### config.mk
export PLATFORM = sky130hd
export DESIGN_NAME = id_ex_hazard_stage
export DESIGN_NICKNAME = d
export VERILOG_FILES = /design/src/rtl/cpu_pkg.sv /design/src/rtl/load_use_detector.sv /design/src/rtl/id_ex_hazard_stage.sv
export SDC_FILE = /design/constraint.sdc
export NUM_CORES = 1
export LEC_CHECK = 0
export CAP_MARGIN = 20
export CORE_MARGIN = 5
export CORE_UTILIZATION = 41
export CTS_BUF_LIST = sky130_fd_sc_hd__clkbuf_8
export DETAILED_ROUTE_END_ITERATION = 7
export GPL_ROUTABILITY_DRIVEN = 1
export GPL_TIMING_DRIVEN = 0
export PLACE_DENSITY = 0.93
export SYNTH_ARGS = -nofsm -noshare
export SYNTH_HDL_FRONTEND = slang
export SYNTH_HIERARCHICAL = 1
export SYNTH_SLANG_ARGS = --single-unit
### constraint.sdc
create_clock -name clk -period 3.1 [get_ports clk]
set_input_delay 0.62 -clock clk [delete_from_list [all_inputs] [get_ports clk]]
set_output_delay 0.62 -clock clk [all_outputs]
set_load 0.05 [all_outputs]
### src/rtl/cpu_pkg.sv
// cpu_pkg: shared widths, ALU no-op encoding and the bubble control bundle for the 5-stage core
package cpu_pkg;
  localparam int DATA_W = 16;
  localparam int REG_W = 3;
  localparam int ALU_OP_W = 4;
  localparam logic [ALU_OP_W-1:0] ALU_NOP = '0;
  typedef struct packed {
    logic                reg_write;
    logic                mem_read;
    logic                mem_write;
    logic                mem_to_reg;
    logic                alu_src;
    logic [ALU_OP_W-1:0] alu_op;
  } ctrl_t;
  localparam ctrl_t CTRL_BUBBLE = '{
    reg_write: 1'b0, mem_read: 1'b0, mem_write: 1'b0,
    mem_to_reg: 1'b0, alu_src: 1'b0, alu_op: ALU_NOP
  };
endpackage

### src/rtl/load_use_detector.sv
// load_use_detector: flags an ID instruction that reads the destination of a load sitting in EX
module load_use_detector
  import cpu_pkg::*;
#(
  parameter int REG_W_P = REG_W
) (
  input  logic               id_valid,
  input  logic [REG_W_P-1:0] id_rs,
  input  logic [REG_W_P-1:0] id_rt,
  input  logic               id_uses_rs,
  input  logic               id_uses_rt,
  input  logic               ex_valid,
  input  logic               ex_mem_read,
  input  logic [REG_W_P-1:0] ex_rd,
  output logic               load_use
);
  logic rs_hit, rt_hit;
  // r0 is never written, so a load targeting it cannot create a dependency
  always_comb begin
    rs_hit   = id_uses_rs & (id_rs == ex_rd);
    rt_hit   = id_uses_rt & (id_rt == ex_rd);
    load_use = id_valid & ex_valid & ex_mem_read & (ex_rd != '0) & (rs_hit | rt_hit);
  end
endmodule

### src/rtl/id_ex_hazard_stage.sv
// id_ex_hazard_stage: ID/EX pipeline register with load-use bubble insertion, flush, freeze and stall counter
module id_ex_hazard_stage
  import cpu_pkg::*;
#(
  parameter int DATA_W_P   = DATA_W,
  parameter int REG_W_P    = REG_W,
  parameter int ALU_OP_W_P = ALU_OP_W
) (
  input  logic                  clk,
  input  logic                  reset,
  input  logic                  id_valid,
  input  logic [REG_W_P-1:0]    id_rs,
  input  logic [REG_W_P-1:0]    id_rt,
  input  logic [REG_W_P-1:0]    id_rd,
  input  logic                  id_uses_rs,
  input  logic                  id_uses_rt,
  input  logic [DATA_W_P-1:0]   id_rs_data,
  input  logic [DATA_W_P-1:0]   id_rt_data,
  input  logic [DATA_W_P-1:0]   id_imm,
  input  logic                  id_reg_write,
  input  logic                  id_mem_read,
  input  logic                  id_mem_write,
  input  logic                  id_mem_to_reg,
  input  logic                  id_alu_src,
  input  logic [ALU_OP_W_P-1:0] id_alu_op,
  input  logic                  ex_flush,
  input  logic                  mem_busy,
  output logic                  stall_if_id,
  output logic                  id_ex_valid,
  output logic [REG_W_P-1:0]    id_ex_rs,
  output logic [REG_W_P-1:0]    id_ex_rt,
  output logic [REG_W_P-1:0]    id_ex_rd,
  output logic [DATA_W_P-1:0]   id_ex_rs_data,
  output logic [DATA_W_P-1:0]   id_ex_rt_data,
  output logic [DATA_W_P-1:0]   id_ex_imm,
  output logic                  id_ex_reg_write,
  output logic                  id_ex_mem_read,
  output logic                  id_ex_mem_write,
  output logic                  id_ex_mem_to_reg,
  output logic                  id_ex_alu_src,
  output logic [ALU_OP_W_P-1:0] id_ex_alu_op,
  output logic [15:0]           stall_count
);
  typedef struct packed {
    logic                valid;
    logic [REG_W_P-1:0]  rs;
    logic [REG_W_P-1:0]  rt;
    logic [REG_W_P-1:0]  rd;
    logic [DATA_W_P-1:0] rs_data;
    logic [DATA_W_P-1:0] rt_data;
    logic [DATA_W_P-1:0] imm;
    ctrl_t               ctrl;
  } entry_t;
  localparam entry_t BUBBLE = '{
    valid: 1'b0, rs: '0, rt: '0, rd: '0,
    rs_data: '0, rt_data: '0, imm: '0, ctrl: CTRL_BUBBLE
  };
  entry_t      id_ex_d, id_ex_q, id_in;
  logic [15:0] stall_count_d, stall_count_q;
  logic        load_use;
  load_use_detector #(.REG_W_P(REG_W_P)) u_load_use_detector (
    .id_valid    (id_valid),
    .id_rs       (id_rs),
    .id_rt       (id_rt),
    .id_uses_rs  (id_uses_rs),
    .id_uses_rt  (id_uses_rt),
    .ex_valid    (id_ex_q.valid),
    .ex_mem_read (id_ex_q.ctrl.mem_read),
    .ex_rd       (id_ex_q.rd),
    .load_use    (load_use)
  );
  // next ID/EX contents: flush beats freeze beats load-use bubble beats normal capture
  always_comb begin
    id_in = '{
      valid: id_valid, rs: id_rs, rt: id_rt, rd: id_rd,
      rs_data: id_rs_data, rt_data: id_rt_data, imm: id_imm,
      ctrl: id_valid ? ctrl_t'{id_reg_write, id_mem_read, id_mem_write, id_mem_to_reg, id_alu_src, id_alu_op}
                     : CTRL_BUBBLE
    };
    id_ex_d       = ex_flush ? BUBBLE : mem_busy ? id_ex_q : load_use ? BUBBLE : id_in;
    stall_count_d = (~ex_flush & ~mem_busy & load_use & ~&stall_count_q) ? stall_count_q + 16'd1 : stall_count_q;
    stall_if_id   = (load_use & ~ex_flush) | mem_busy;
  end
  // pipeline register and saturating bubble counter
  always_ff @(posedge clk) begin
    if (reset) begin
      id_ex_q       <= BUBBLE;
      stall_count_q <= '0;
    end else begin
      id_ex_q       <= id_ex_d;
      stall_count_q <= stall_count_d;
    end
  end
  assign id_ex_valid      = id_ex_q.valid;
  assign id_ex_rs         = id_ex_q.rs;
  assign id_ex_rt         = id_ex_q.rt;
  assign id_ex_rd         = id_ex_q.rd;
  assign id_ex_rs_data    = id_ex_q.rs_data;
  assign id_ex_rt_data    = id_ex_q.rt_data;
  assign id_ex_imm        = id_ex_q.imm;
  assign id_ex_reg_write  = id_ex_q.ctrl.reg_write;
  assign id_ex_mem_read   = id_ex_q.ctrl.mem_read;
  assign id_ex_mem_write  = id_ex_q.ctrl.mem_write;
  assign id_ex_mem_to_reg = id_ex_q.ctrl.mem_to_reg;
  assign id_ex_alu_src    = id_ex_q.ctrl.alu_src;
  assign id_ex_alu_op     = id_ex_q.ctrl.alu_op;
  assign stall_count      = stall_count_q;
endmodule
; After elaboration in Yosys (flattened, before gate mapping)
; Cells that the tools add are included.
[totals]
inputBits = 73
reg_bits = 83
word_cells = 37
output_inout_bits = 84
[op_classes]
n_bitwise = 14
n_eq_ne = 2
addsub = 1
muxes = 2
n_reduce_logical = 4
[op_table]
columns = operator, count
row1 = 67-bit two-way mux, 1
row2 = 16-bit by 1-bit adder with 16-bit output (second input constant), 1
row3 = 16-bit AND reduction, 1
row4 = 1-bit AND, 10
row5 = 9-bit two-way mux, 1
row6 = 3-bit == test, 2
row7 = 3-bit nonzero test, 1
row8 = 1-bit NOT, 2
row9 = 1-bit OR, 2
row10 = 2-bit OR reduction, 1
row11 = 1-bit zero test, 1

; Logic depth before layout (Yosys ltp)
[logic_depth]
ltp_word = 6
mapped_depth = 9
mapped_depth_nobuf = 7

; Hierarchy
; The synthesis kept the hierarchy.
[modules_own_cells]
columns = mod, cells_each, area_each_um2, n_inst, seq_area_each_um2
row1 = id_ex_hazard_stage, 334, 3066.7, 1, 1661.6
row2 = load_use_detector, 11, 82.6, 1, 0.0

; Least setup slack after synthesis
; OpenSTA, ideal clock, no wires.
[synth_path]
path_type = reg-to-reg
from = reg id_ex_q, in the netlist id_ex_rd[0]
to = reg stall_count_q[11], in the netlist stall_count[11]
n_path_buf = 2
path_slack_ns = 0.226
arrival_time_ns = 2.804
stages_incl_launch_ff = 10
period_less_slack_ns = 2.874
required_ns = 3.030
setup_time_ns = 0.070
path_cell_list = dfxtp_1 xnor2_1 nand4_1 a21oi_1 or3b_1 buf_2 or3_1 buf_2 or4_1 a21oi_1
[synth_between]
elab_chain_cells = 6
elab_cells_between_ends = 10
classes_between = 2 x eq/ne / 7 x bitwise / 1 x reduce/logical
[synth_rtl]
columns = element, line
row1 = "start, declared", id_ex_hazard_stage.sv:58  ; entry_t id_ex_d, id_ex_q, id_in;
row2 = "start signal, assigned", id_ex_hazard_stage.sv:90  ; id_ex_q <= id_ex_d;
row3 = 3-bit == test (on tied branches), "load_use_detector.sv:20, load_use_detector.sv:21"
row4 = 1-bit AND (on tied branches), "load_use_detector.sv:20, load_use_detector.sv:21"
row5 = 1-bit OR, load_use_detector.sv:22  ; load_use = id_valid & ex_valid & ex_mem_read & (ex_rd != '0) & (rs_hit | rt_hit);
row6 = 1-bit AND (*), load_use_detector.sv:22
row7 = named net load_use, id_ex_hazard_stage.sv:60  ; logic load_use;
row8 = 1-bit AND (*) (2 in series), id_ex_hazard_stage.sv:81  ; stall_count_d = (~ex_flush & ~mem_busy & load_use & ~&stall_count_q) ? stall_count_q + 16'd1 : stall_count_q;
row9 = "end signal, assigned", id_ex_hazard_stage.sv:91  ; stall_count_q <= stall_count_d;
row10 = "end, declared", id_ex_hazard_stage.sv:59  ; logic [15:0] stall_count_d, stall_count_q;
; Mark *: on every way through the listed nets, which the timed path passes. The rest lies on a longest branch.
; A chain may end at the register's enable or synchronous reset.

; Worst setup path after layout
[layout_path]
from = in id_rt[0]
to = out stall_if_id
[layout_between]
elab_chain_cells = 6
[layout_rtl]
columns = element, line
row1 = "start, declared", id_ex_hazard_stage.sv:13  ; input logic [REG_W_P-1:0] id_rt,
row2 = 3-bit == test, load_use_detector.sv:21  ; rt_hit = id_uses_rt & (id_rt == ex_rd);
row3 = 1-bit AND, load_use_detector.sv:21
row4 = 1-bit OR, load_use_detector.sv:22
row5 = 1-bit AND, load_use_detector.sv:22
row6 = named net load_use, id_ex_hazard_stage.sv:60
row7 = 1-bit AND, id_ex_hazard_stage.sv:82  ; stall_if_id = (load_use & ~ex_flush) | mem_busy;
row8 = 1-bit OR, id_ex_hazard_stage.sv:82
row9 = "end, declared", id_ex_hazard_stage.sv:28  ; output logic stall_if_id,
; The timed path passes the listed nets, and every way through them passes these cells.

==> reports/qor.txt <==
Clock Latency Late Sink: 350 ps
Number of setup violations in the final report: 0
CP Max Fanout: 4
F_max: 334 MHz
Via count: 3,293
DR iter-0 viols: 103
Post-layout minimum cycle time: 3000 ps
Fillers: 586
Critical Path Sink: stall_if_id
RSZ-0062 raised after global routing: false
Outcome: finished clean
Placer congestion estimate: 0.818
Synth-to-layout area growth: 61.1%
Peak VDD IR: 0.000301 V
Post-Synthesis Cell Area: 3150 µm²
Layout cells sized above 1: 5.60%
R2R depth: 9
Crit path from: id_rt[0]
Port bufs: 155
Worst r2r src: id_ex_rd[2]
Largest cells by area after synthesis: dfxtp_1 (53%), a22oi_1 (15%), nor2_1 (9.2%), a21oi_1 (2.1%), clkbuf_1 (2.0%)
Grt ovf: 0
Worst path arrival time: 2380 ps
# DRC: 0
Primary FF master, synth: dfxtp_1
Inst Count DP: 602
Post-Layout Cell Count: 620
P_sw: 0.614 mW
First-pass GRT wire length: 16.4 mm
Top-area cell type share of the netlist area: 52.8%
Clock Root Buffer: clkbuf_8
Leakage power: 1.82 nW
Slew @ Worst Pin: 718 ps
Slew Viols, Final: 0
Fin Setup TNS: 0 ps
Gate power share: 15.9%
Die Y: 97.6 µm
Clock Sinks: 83
Final wirelength: 10.1 mm
EDFF count, synth: 0
Clk pin slew, worst setup/hold paths: 80 ps
Mapped Cells: 345
CORE AREA: 7610 µm²
Clock Power Share: 34.8%
Flop pwr share: 49.3%
Critical Path Start Type: input pin
Cell with the most instances after synthesis: dfxtp_1
Final Cycle Share: 96.7%
Hold-fix buffers, CTS: 0
H-tree depth: 3
Max Cap Violations: 0
Pwr/cell area: 443 nW/µm²
Die Wd: 97.6 µm
Post-DR vias/cell: 5.31
GRT Resource Usage Total: 20.6%
Internal power component: 1.63 mW
Count of state elements after synthesis: 83
Syn Nets: 419
Routed WL per cell: 16.3 µm
Post-Syn Area per Cell: 9.13 µm²
Cell taking the most area after synthesis: dfxtp_1
CP Capture Type: output port
YS warnings: 6
Standard-cell rows: 32
Seq/Total Area, Yosys: 52.8%
CTS max path bufs: 2
Internal reg-to-reg setup slack: 380 ps
Hold WS: 515 ps
Worst hold path type: reg2reg
RR Endpoint: stall_count[11]
TritonCTS clock tree: yes
Slew Limit Headroom: 51.7%
N_diodes: 0
Vias in the first global route: 3,374
Detailed placement HPWL: 7.73 mm
Final nets: 587
Multi-input logic area: 1380 µm²
Sequential cell area: 1660 µm²
Switching Share: 27.3%
Initial Utilization: 41.4%
I/O pins: 157
Initial antenna violation count: 0
Final Hold Vio Count: 0
Post-synthesis cell type count: 34
Routed Antenna Nets: 0
Asr flop ratio synth: 0%
Setup CP Type: in2out
Die area: 9530 µm²
Num CTS Buffers: 9
Synth cell count leaders: dfxtp_1 (83), nor2_1 (77), a22oi_1 (65), clkbuf_1 (17), a21oi_1 (13)
Clock skew: 16.2 ps
Largest net degree at the start of global routing: 16
Worst EP required: 2480 ps
Detailed Routing Iterations Pass 1: 5
==> power by group through the flow <==
stage	Sequential (mW)	Clock, mW	Combinational [mW]
final	1.11	0.781	0.357
after global routing	1.11	0.864	0.380
after CTS	1.11	0.807	0.359
after detailed placement	1.13	0	0.359
after global placement	1.13	0	0.350
after floorplan	1.22	0	0.0940
==> area by class of cell <==
| cell class | instances | share of cell area (%) |
|---|---|---|
| Multi-Input combinational cell | 231 | 27.2 |
| Tap cell | 102 | 2.52 |
| Sequential cell | 83 | 32.8 |
| Clock buffer | 9 | 2.44 |
| Buffer | 27 | 2.29 |
| Clock inverter | 7 | 1.46 |
| Timing Repair Buffer | 157 | 31.1 |
| Inverter | 4 | 0.296 |
==> cell families after synthesis <==
| group | count (synthesis) | share of synthesized area, % |
|---|---|---|
| simple gates | 128 | 19.0 |
| flops | 83 | 52.8 |
| buf+inv | 31 | 4.01 |
| xor+xnor | 6 | 1.67 |
| fa+ha+maj | 1 | 0.397 |
| compound gates | 92 | 20.8 |
| mux | 4 | 1.39 |
==> worst min-delay path by stage <==
stage,from,endpoint,depth (start not counted)
after detailed placement,id_ex_rs[2],id_ex_rs[2],2
after global routing,id_ex_rt_data[8],id_ex_rt_data[8],2
after global placement,id_ex_rs[2],id_ex_rs[2],2
after CTS,id_ex_rt_data[8],id_ex_rt_data[8],2
final,id_ex_rs_data[4],id_ex_rs_data[4],2
after floorplan,stall_count[1],stall_count[1],2
==> repair_timing <==
action | in CTS | in global routing
pin swaps | 0 | 4
buffers inserted | 0 | 1
endpoints found under the setup margin | 5 | 4
resized for setup | 2 | 11
==> metrics by stage <==
step | setup WS, ps | instance area (µm²) | util [%] | power [mW]
final | 102 | 5070 | 66.7 | 2.25
after global routing | 8.47 | 5070 | 66.7 | 2.35
after CTS | 3.62 | 5030 | 66.1 | 2.27
after detailed placement | -479 | 4830 | 63.5 | 1.49
after global placement | -447 | 4830 | 63.5 | 1.48
after floorplan | 226 | 3150 | - | 1.31
==> critical path: stages <==
cell	delay (ps)
clkdlybuf4s50_1	490
xnor2_1	120
nand4_1	170
a21oi_4	210
buf_4	140
a21o_1	100
dlygate4sd2_1	530
==> layer usage <==
layer | share of wire [%] | track usage [%] | vias up | wire length (µm)
met5 | 0 | 0 | - | 0
met4 | 2.1 | 8.09 | 0 | 214
met3 | 7.7 | 7.61 | 18 | 782
met2 | 50 | 35.7 | 129 | 5060
met1 | 40 | 22.8 | 1558 | 4030
li1 | - | - | 1588 | -
==> placed cells by master (no fill, tap or decap), types with 3 or more instances in the layout <==
cell type / n
clkdlybuf4s50_1: 149
dfxtp_1: 83
nor2_1: 77
a22oi_1: 65
clkbuf_1: 17
a21oi_1: 12
clkbuf_8: 9
nand4_1: 8
buf_1: 7
nand3_1: 6
or3_1: 6
xnor2_1: 6
o31ai_1: 5
or4_1: 5
dlymetal6s2s_1: 5
inv_1: 4
or2_2: 4
nor3_1: 4
nand2_1: 4
nor4_1: 4
buf_4: 3
nor2b_1: 3
o21ai_0: 3
inv_6: 3
Note: power is estimated with default switching activity, not from simulation.
